$ cat src/rtl/memory_access_pkg.sv
// Shared types for the memory-access pipeline stage: stage payload, memory
// instruction fields, access sizes and the stage FSM encoding.
package memory_access_pkg;

    typedef enum logic [1:0] {
        MEM_BYTE = 2'd0,
        MEM_HALF = 2'd1,
        MEM_WORD = 2'd2
    } mem_size_t;

    typedef enum logic {
        IDLE     = 1'b0,
        WAIT_ACK = 1'b1
    } mem_state_t;

    typedef struct packed {
        logic      mem_read;
        logic      mem_write;
        mem_size_t mem_size;
        logic      mem_unsigned;
    } instr_t;

    // Result bundle: address is the destination register (rd), data is the
    // execute result (effective address for memory instructions).
    typedef struct packed {
        logic        valid;
        logic [4:0]  address;
        logic [31:0] data;
    } reg_data_t;

    typedef struct packed {
        logic        valid;
        logic        ready;
        instr_t      instr;
        reg_data_t   data;
        logic [31:0] reg_rd2;
    } stage_status_t;

    localparam int WAIT_CNT_W = 8;

    function automatic logic is_mem(input instr_t i);
        return i.mem_read | i.mem_write;
    endfunction

endpackage

$ cat src/rtl/memory_access_align.sv
// Byte-lane steering for stores, misalignment detection, and load lane
// extraction with sign/zero extension. Purely combinational.
module load_store_align
    import memory_access_pkg::*;
(
    input  logic [1:0]  req_offset,
    input  mem_size_t   req_size,
    input  logic        req_store,
    input  logic [31:0] req_wdata,
    output logic [3:0]  be,
    output logic [31:0] wdata,
    output logic        misaligned,
    input  logic [1:0]  rsp_offset,
    input  mem_size_t   rsp_size,
    input  logic        rsp_unsigned,
    input  logic [31:0] rdata,
    output logic [31:0] load_data
);

    logic [7:0]  rd_byte;
    logic [15:0] rd_half;

    // Request side: loads read the full word (be = 1111) and pick the lane on
    // return; stores enable only the lanes they write.
    always_comb begin
        be         = 4'b1111;
        wdata      = req_wdata;
        misaligned = 1'b0;
        case (req_size)
            MEM_BYTE: begin
                wdata = {4{req_wdata[7:0]}};
                if (req_store) be = 4'b0001 << req_offset;
            end
            MEM_HALF: begin
                wdata      = {2{req_wdata[15:0]}};
                misaligned = req_offset[0];
                if (req_store) be = 4'b0011 << {req_offset[1], 1'b0};
            end
            default: begin
                misaligned = |req_offset;
            end
        endcase
    end

    // Response side: select the addressed lane and extend it to 32 bits.
    always_comb begin
        case (rsp_offset)
            2'd0:    rd_byte = rdata[7:0];
            2'd1:    rd_byte = rdata[15:8];
            2'd2:    rd_byte = rdata[23:16];
            default: rd_byte = rdata[31:24];
        endcase
        rd_half = rsp_offset[1] ? rdata[31:16] : rdata[15:0];
        case (rsp_size)
            MEM_BYTE: load_data = rsp_unsigned ? {24'b0, rd_byte} : {{24{rd_byte[7]}}, rd_byte};
            MEM_HALF: load_data = rsp_unsigned ? {16'b0, rd_half} : {{16{rd_half[15]}}, rd_half};
            default:  load_data = rdata;
        endcase
    end

endmodule

$ cat src/rtl/memory_access.sv
// Memory-access pipeline stage. Non-memory instructions pass through in one
// cycle; loads/stores run a req/ack bus transaction and stall upstream.
//
// Handshake: stage_out.ready is high only in IDLE (a function of state alone).
// An instruction is taken on any rising edge where stage_in.valid is high and
// ready is high; upstream holds stage_in stable while ready is low.
// The bus request mem_req rises on the accept edge and stays high until the
// edge on which mem_ack is sampled high (or the wait is abandoned).
module memory_access
    import memory_access_pkg::*;
#(
    parameter int ADDR_WIDTH = 32,
    parameter int MAX_WAIT   = 255
) (
    input  logic                  clk,
    input  logic                  rst_n,
    input  stage_status_t         stage_in,
    output stage_status_t         stage_out,
    output logic                  mem_req,
    output logic                  mem_we,
    output logic [ADDR_WIDTH-1:0] mem_addr,
    output logic [31:0]           mem_wdata,
    output logic [3:0]            mem_be,
    input  logic                  mem_ack,
    input  logic [31:0]           mem_rdata,
    output logic                  misaligned,
    output logic                  bus_timeout
);

    mem_state_t            state_q, state_d;
    stage_status_t         out_q;
    stage_status_t         hold_q;
    logic [WAIT_CNT_W-1:0] wait_cnt_q;

    logic [3:0]  req_be;
    logic [31:0] req_wdata;
    logic        req_misaligned;
    logic [31:0] load_data;
    logic        in_mem;
    logic        accept;
    logic        timeout_hit;

    // Control bits that are carried along but intentionally never read.
    logic unused_bits;
    assign unused_bits = ^{stage_in.ready, hold_q.valid, hold_q.ready, hold_q.data.valid, out_q.ready};

    load_store_align u_align (
        .req_offset   (stage_in.data.data[1:0]),
        .req_size     (stage_in.instr.mem_size),
        .req_store    (stage_in.instr.mem_write),
        .req_wdata    (stage_in.reg_rd2),
        .be           (req_be),
        .wdata        (req_wdata),
        .misaligned   (req_misaligned),
        .rsp_offset   (hold_q.data.data[1:0]),
        .rsp_size     (hold_q.instr.mem_size),
        .rsp_unsigned (hold_q.instr.mem_unsigned),
        .rdata        (mem_rdata),
        .load_data    (load_data)
    );

    assign in_mem = stage_in.valid && is_mem(stage_in.instr);
    assign accept = (state_q == IDLE) && in_mem && !req_misaligned;
    // The wait counter holds the number of ack-less wait edges seen so far;
    // the edge that would make it MAX_WAIT abandons the transaction.
    assign timeout_hit = (state_q == WAIT_ACK) && !mem_ack && (MAX_WAIT != 0) &&
                         ((32'(wait_cnt_q) + 32'd1) >= 32'(MAX_WAIT));

    // FSM state register.
    always_ff @(posedge clk or negedge rst_n) begin
        if (!rst_n) state_q <= IDLE;
        else        state_q <= state_d;
    end

    // FSM next-state logic.
    always_comb begin
        state_d = state_q;
        case (state_q)
            IDLE:     if (accept) state_d = WAIT_ACK;
            WAIT_ACK: if (mem_ack || timeout_hit) state_d = IDLE;
            default:  state_d = IDLE;
        endcase
    end

    // FSM outputs: registered payload with ready taken from the current state.
    always_comb begin
        stage_out       = out_q;
        stage_out.ready = (state_q == IDLE);
    end

    // Datapath: output register, transaction latch, bus drive and pulses.
    always_ff @(posedge clk or negedge rst_n) begin
        if (!rst_n) begin
            out_q       <= '0;
            hold_q      <= '0;
            wait_cnt_q  <= '0;
            mem_req     <= 1'b0;
            mem_we      <= 1'b0;
            mem_addr    <= '0;
            mem_wdata   <= '0;
            mem_be      <= '0;
            misaligned  <= 1'b0;
            bus_timeout <= 1'b0;
        end else begin
            misaligned  <= 1'b0;
            bus_timeout <= 1'b0;
            case (state_q)
                IDLE: begin
                    if (!stage_in.valid) begin
                        out_q.valid <= 1'b0;
                    end else if (!in_mem) begin
                        out_q <= stage_in;
                    end else if (req_misaligned) begin
                        out_q            <= stage_in;
                        out_q.valid      <= 1'b1;
                        out_q.data.valid <= 1'b0;
                        misaligned       <= 1'b1;
                    end else begin
                        hold_q      <= stage_in;
                        out_q.valid <= 1'b0;
                        mem_req     <= 1'b1;
                        mem_we      <= stage_in.instr.mem_write;
                        mem_be      <= req_be;
                        mem_wdata   <= req_wdata;
                        mem_addr    <= ADDR_WIDTH'({stage_in.data.data[31:2], 2'b00});
                        wait_cnt_q  <= '0;
                    end
                end
                WAIT_ACK: begin
                    if (mem_ack) begin
                        mem_req     <= 1'b0;
                        out_q       <= hold_q;
                        out_q.valid <= 1'b1;
                        if (hold_q.instr.mem_write) begin
                            out_q.data.valid <= 1'b0;
                        end else begin
                            out_q.data.data  <= load_data;
                            out_q.data.valid <= 1'b1;
                        end
                    end else if (timeout_hit) begin
                        mem_req          <= 1'b0;
                        bus_timeout      <= 1'b1;
                        out_q            <= hold_q;
                        out_q.valid      <= 1'b1;
                        out_q.data.valid <= 1'b0;
                    end else if (wait_cnt_q != {WAIT_CNT_W{1'b1}}) begin
                        wait_cnt_q <= wait_cnt_q + 1'b1;
                    end
                end
                default: begin
                    mem_req <= 1'b0;
                end
            endcase
        end
    end

endmodule
$ cat config.mk
export PLATFORM = sky130hd
export DESIGN_NAME = memory_access
export DESIGN_NICKNAME = d
export VERILOG_FILES = /design/src/rtl/memory_access_pkg.sv /design/src/rtl/memory_access_align.sv /design/src/rtl/memory_access.sv
export SDC_FILE = /design/constraint.sdc
export NUM_CORES = 1
export LEC_CHECK = 0
export ABC_AREA = 1
export CORE_UTILIZATION = 30
export CTS_BUF_LIST = sky130_fd_sc_hd__clkbuf_4 sky130_fd_sc_hd__clkbuf_8
export CTS_CLUSTER_DIAMETER = 100
export CTS_CLUSTER_SIZE = 25
export DETAILED_ROUTE_END_ITERATION = 12
export SLEW_MARGIN = 20
export SYNTH_ARGS = -nofsm -noshare
export SYNTH_HDL_FRONTEND = slang
export SYNTH_HIERARCHICAL = 1
export SYNTH_SLANG_ARGS = --single-unit
$ cat constraint.sdc
create_clock -name clk -period 4.4 [get_ports clk]
set_input_delay 0.44 -clock clk [delete_from_list [all_inputs] [get_ports clk]]
set_output_delay 0.44 -clock clk [all_outputs]
set_load 0.05 [all_outputs]
==> results.cfg, run 1 <==
[worst_setup_path]
r2r_end = stage_out[52]$_DFFE_PN0P_
critPathMaxFanout = 78
arrival_ns = 2.57
critPathKind = flop to primary output
r2r_slack_ns = 1.54
endpoint = stage_out[75]
cp-start-kind = flop
cp-end-kind = primary output
max_stage_delay_ns = 0.96
r2r-start = wait_cnt_q[0]$_DFFE_PN0P_
crit_required_ns = 3.96
crit_chain = inv_2 > buf_4 > clkdlybuf4s50_1
crit_start = state_q$_DFF_PN0_
critPathSlowestCell = clkdlybuf4s50_1
reg2regPathDepth = 14

[placed_design]
port_buffers = 257
dp_slack_ns = 1.23
placed_cells = 1920
gp_congestion = 0.857
place_hpwl_um = 23300

[routing]
drc = 0
drt-pass1-iter-count = 5
detail-route-antenna-nets = 0
drt_iter0_markers = 632
routed_wirelength_um = 33700
vias = 9336
wl_per_cell_um = 17.2
via_per_inst = 4.78

[synthesis]
synth-seq-area-share = 0.478
ys_types = 32
synth_area_per_cell_um2 = 7.85
post_synth_inst_count = 1322
synth-seq-cells = 198
yosysWarnings = 6
syn_area_um2 = 10400

[power_and_ir_drop]
p_int_uw = 3840
clockPowerShare = 0.164
pwr-share-comb = 0.476
p_sw_frac = 0.467
switchingPower_uw = 3360
total_power_uw = 7210
power.leakage_uw = 0.00638
seqPwrFrac = 0.360
ir_drop_v = 0.000287
p_per_area_nw_per_um2 = 539

[floorplanning]
start_util = 0.307
placementRows = 67
fp.dieW_um = 188
core_area_um2 = 33800
die_y_um = 188
dieArea_um2 = 35300
io_pins = 261

[sta]
finClkSkew_ns = 0.0206
rsz0062_at_grt = no
setup-tns-final_ns = 0
setup_viol = 0
fin_crit_sh = 0.683
setup_ws_ns = 1.39
hold_viol_final = 0
fmax_mhz = 333
tightest_slew_ns = 0.859
fin_crit_ns = 3.01
slew_headroom = 0.428
slew_violations = 0

[clocking]
cts_root_buffer = clkbuf_8
htree_levels = 4
post_cts_buffers = 0
clock_latency_ns = 0.50
cts_tree = built
cts_resized = 0
ctsHoldBuffers = 0
numCtsBuffers = 17
clock_sinks = 198
cts_buffer_depth = 2
clkTransAtPathRegs_ns = 0.11

[final_layout]
area_growth_pct = 28.8
final_util = 0.395
drive_above_1_share = 0.0698
layoutNonFillerInstCount = 1953
fin_nets = 1605

[global_route]
grt_pass1_wl_um = 52300
grt_pass1_vias = 9093
antenna_found_initial = 2
grt_overflow = 0
gr-usage-all-layers = 0.192
grt_start_max_net_pins = 94

[worst_hold_path]
hold_path_class = primary input to asynchronous set/reset pin

[run]
maxCapViolCount = 0

[run_status]
status = finished, final reports clean
-- registers in the layout (all words and copies together), names as in the netlist --
name / count
stage_out: 76
hold_q: 74
mem_wdata: 32
wait_cnt_q: 8
mem_be: 4
bus_timeout: 1
mem_req: 1
misaligned: 1
state_q: 1
-- routing by layer --
metal,global-route usage,routed length [um],vias up,part of all wire
met5,0,17,-,0.00050
met1,0.254,15100,4441,0.45
met4,0.0400,337,2,0.010
met3,0.0644,2770,22,0.082
li1,-,-,4578,-
met2,0.304,15400,293,0.46
-- cells in the mapped netlist --
library cell	n	area, um^2
o31ai_1	1	7.51
nor2_4	1	11.3
nand3_1	154	771
ha_1	2	25.0
buf_6	5	56.3
nor2_1	20	75.1
nand2_2	3	18.8
dfrtp_1	198	4950
conb_1	1	3.75
buf_4	50	375
clkbuf_1	42	158
nand4_4	1	21.3
buf_1	3	11.3
nand3_2	3	30.0
a31oi_1	2	12.5
o21ai_1	2	10.0
mux2_2	36	405
a21boi_0	2	15.0
o21a_1	2	15.0
buf_2	26	130
a21oi_1	42	210
inv_2	5	18.8
inv_1	110	413
clkinv_1	2	7.51
o211ai_1	11	82.6
nor3_2	1	10.0
nand2_1	439	1650
a22oi_1	32	240
nor3_1	2	10.0
o21bai_1	1	7.51
o21ai_0	122	611
nand4_1	1	6.26
-- power groups by stage --
| stage | registers [uW] | clock network (uW) | logic, uW |
|---|---|---|---|
| after floorplan | 3590 | 0 | 1350 |
| after CTS | 2600 | 1240 | 3470 |
| final | 2590 | 1190 | 3430 |
| after detailed placement | 2630 | 0 | 3450 |
| after global routing | 2660 | 1300 | 3660 |
| after global placement | 2610 | 0 | 3440 |
-- cells in the final DEF (no fill, tap or decap), types with 2 or more instances in the layout --
cell / count
clkbuf_8: 19
buf_12: 2
a21boi_0: 2
nand2_2: 2
inv_6: 3
nor2_1: 20
o211ai_1: 11
a22oi_1: 32
dfrtp_1: 197
nand3_2: 2
clkinv_4: 2
a31oi_1: 2
nor3_1: 2
buf_4: 16
nand2_1: 438
inv_8: 5
o21ai_0: 122
ha_1: 2
a21oi_1: 42
nand2_4: 2
inv_1: 110
inv_2: 6
conb_1: 2
mux2_2: 36
clkdlybuf4s50_1: 256
o21a_1: 2
nand3_1: 154
-- logic make-up (layout without fill, tap and decap cells) --
family | count (synthesis) | after routing | share of synthesized area
mux | 36 | 36 | 0.0391
buf+inv | 243 | 424 | 0.113
flops | 198 | 198 | 0.478
compound gates | 217 | 217 | 0.117
other cells | 1 | 3 | 0.000362
fa+ha+maj | 2 | 2 | 0.00241
simple gates | 625 | 625 | 0.251
-- worst max-delay path, delay by kind of cell, from the launching register on --
| kind | cells | cell delay [ns] |
|---|---|---|
| buffers and inverters | 3 | 1.64 |
| DFF | 1 | 0.42 |
-- metrics by stage --
stage	hold WS, ns	cell area, um^2
finish	0.0244	13400
global route	0.0513	13400
CTS	0.0185	13400
detailed placement	0.458	13000
global placement	0.454	13000
floorplan	0.144	10400
-- worst min path at each step --
stage / start / end / slack, ns / cells past startpoint
floorplan: rst_n / bus_timeout$_DFF_PN0_ / 0.14 / 0
global placement: stage_out[20]$_DFFE_PN0P_ / stage_out[20]$_DFFE_PN0P_ / 0.45 / 2
detailed placement: stage_out[42]$_DFFE_PN0P_ / stage_out[42]$_DFFE_PN0P_ / 0.46 / 2
CTS: rst_n / hold_q[38]$_DFFE_PN0P_ / 0.02 / 1
global route: rst_n / hold_q[38]$_DFFE_PN0P_ / 0.05 / 1
finish: rst_n / hold_q[38]$_DFFE_PN0P_ / 0.02 / 1
-- final cells by class --
class,count,area (um^2)
clock inverter,13,129
fill,3487,20400
timing repair buffer,275,2740
tap,448,561
sequential,198,4960
inverter,117,439
antenna,1,2.50
clock buffer,19,255
multi-input combinational,882,4280
Power figures use the tool's default switching activity.
==> run 2: changes to the inputs <==
- clock period: 4.4 -> 2.4 ns (I/O delays scaled with it)
==> run 2 against run 1 <==
Net effect:
- final cell count grew 0.82%
- total power increased by 85%
- sequential cell count did not move
- design area grew 2.2%
- clock power grew 82%
- largest power group unchanged
==> results.cfg, run 2 (same netlist as run 1, synthesis figures left out) <==
[run_status]
status = finished, final reports clean

[worst_setup_path]
crit_chain = inv_1 > ha_1 > nor2_1 > nor2_1 > nor2_1 > nand3_1 > nor2_1 > nand2_1 > nand3_4 > nand2_4 > clkbuf_16 > nand2_1 > nand2_1
r2r_slack_ns = 0.25
critPathKind = flop to flop
r2r-start = wait_cnt_q[0]$_DFFE_PN0P_
cp-end-kind = flop
arrival_ns = 2.55
crit_top_cell = nor2_1
critPathMaxFanout = 32
critPathSlowestCell = dfrtp_1
r2r_end = stage_out[49]$_DFFE_PN0P_
cp-start-kind = flop
max_stage_delay_ns = 0.47
crit_required_ns = 2.79
reg2regPathDepth = 13

[final_layout]
layout_common_cells = nand2_1 (438), clkdlybuf4s50_1 (255), dfrtp_1 (196), nand3_1 (154), o21ai_0 (122)
final_area_um2 = 13700
multiInputGateArea_um2 = 4280
fillerInstances = 3443
layoutNonFillerInstCount = 1969
fin_nets = 1621
area_growth_pct = 31.7
final_util = 0.404
largest_register_ffs = 76
mostFrequentLayoutCell = nand2_1
regArea_um2 = 4960
drive_above_1_share = 0.0803

[routing]
drt-pass1-iter-count = 7
wl_per_cell_um = 17.6
drt_iter0_markers = 677
vias = 9511
drc = 0
via_per_inst = 4.83
detail-route-antenna-nets = 0
routed_wirelength_um = 34600

[sta]
fin_crit_sh = 0.897
slew_violations = 0
rsz0062_at_grt = no
setup-tns-final_ns = 0
hold_viol_final = 0
fin_crit_ns = 2.15
tightest_slew_ns = 0.793
setup_viol = 0
finClkSkew_ns = 0.0168
fmax_mhz = 464
slew_headroom = 0.471

[global_route]
grt_overflow = 0
gr-usage-all-layers = 0.196
grt_pass1_wl_um = 53700
antenna_found_initial = 2
grt_start_max_net_pins = 86
grt_pass1_vias = 9416

[floorplanning]
fp.dieW_um = 188
core_area_um2 = 33800
io_pins = 261
start_util = 0.307
dieArea_um2 = 35300
placementRows = 67
die_y_um = 188

[placed_design]
dpl-instance-area_um2 = 13200
gp_congestion = 0.849
port_buffers = 257
placed_cells = 1934
place_hpwl_um = 23900

[clocking]
clock_sinks = 198
cts_tree = built
clkTransAtPathRegs_ns = 0.11
htree_levels = 4
cts_buffer_depth = 2
cts_root_buffer = clkbuf_8
post_cts_buffers = 0
numCtsBuffers = 17
clock_latency_ns = 0.51

[power_and_ir_drop]
p_per_area_nw_per_um2 = 977
power.leakage_uw = 0.00653
ir_drop_v = 0.000500
total_power_uw = 13300

[run]
maxCapViolCount = 0

[worst_hold_path]
hold_path_class = primary input to asynchronous set/reset pin
## run 2: worst max path at each step
| stage | start | to | slack, ns |
|---|---|---|---|
| floorplan | wait_cnt_q[0]$_DFFE_PN0P_ | stage_out[28]$_DFFE_PN0P_ | 0.56 |
| global placement | stage_in[73] | stage_out[76]$_DFFE_PN0P_ | 0.09 |
| detailed placement | stage_in[73] | stage_out[76]$_DFFE_PN0P_ | 0.04 |
| CTS | hold_q[33]$_DFFE_PN0P_ | stage_out[57]$_DFFE_PN0P_ | 0.21 |
| global route | wait_cnt_q[0]$_DFFE_PN0P_ | stage_out[37]$_DFFE_PN0P_ | 0.01 |
| finish | wait_cnt_q[0]$_DFFE_PN0P_ | stage_out[49]$_DFFE_PN0P_ | 0.25 |
## run 2: layout make-up
cell class,count,area share
antenna,1,0.000183
clock buffer,20,0.0192
clock inverter,12,0.00797
inverter,117,0.0322
multi-input combinational,882,0.314
sequential,198,0.363
tap,448,0.0410
timing repair buffer,291,0.223
## run 2: timing repair
item                                    in CTS  in global routing
hold buffers                                 1                  0
endpoints found under the hold margin       42                  0
endpoints found under the setup margin       0                 22
gates resized for setup                      0                  2
## run 2: stage by stage
stage	worst slack, ns	hold WS, ns
after floorplan	0.560	-0.0556
after global placement	0.0855	0.230
after detailed placement	0.0419	0.234
after CTS	0.213	0.241
after global routing	0.00971	0.257
final	0.247	0.257
## run 2: routing by layer
layer,vias up,track usage,wire (um)
met4,2,0.0366,325
met1,4572,0.254,15400
met2,318,0.322,16100
met3,21,0.0588,2790
li1,4598,-,-
met5,-,0,13
## run 2: worst max-delay path: cells and delay by family (launching register included)
| kind | cells | cell delay, ns |
|---|---|---|
| buf+inv | 2 | 0.32 |
| flops | 1 | 0.47 |
| simple gates | 10 | 0.95 |
| fa+ha+maj | 1 | 0.31 |
## run 2: report_power, final
part	switching, uW	total (uW)	internal, uW
Combinational	4270	6430	2160
Clock	1350	2160	808
Sequential	576	4750	4180
Total	6200	13300	7150
==> run 3: changes to the inputs <==
- CTS_CLUSTER_SIZE: 25 -> unset
==> results of run 3 <==
Same layout as run 2: the final DEF is identical, and so are final timing and power.
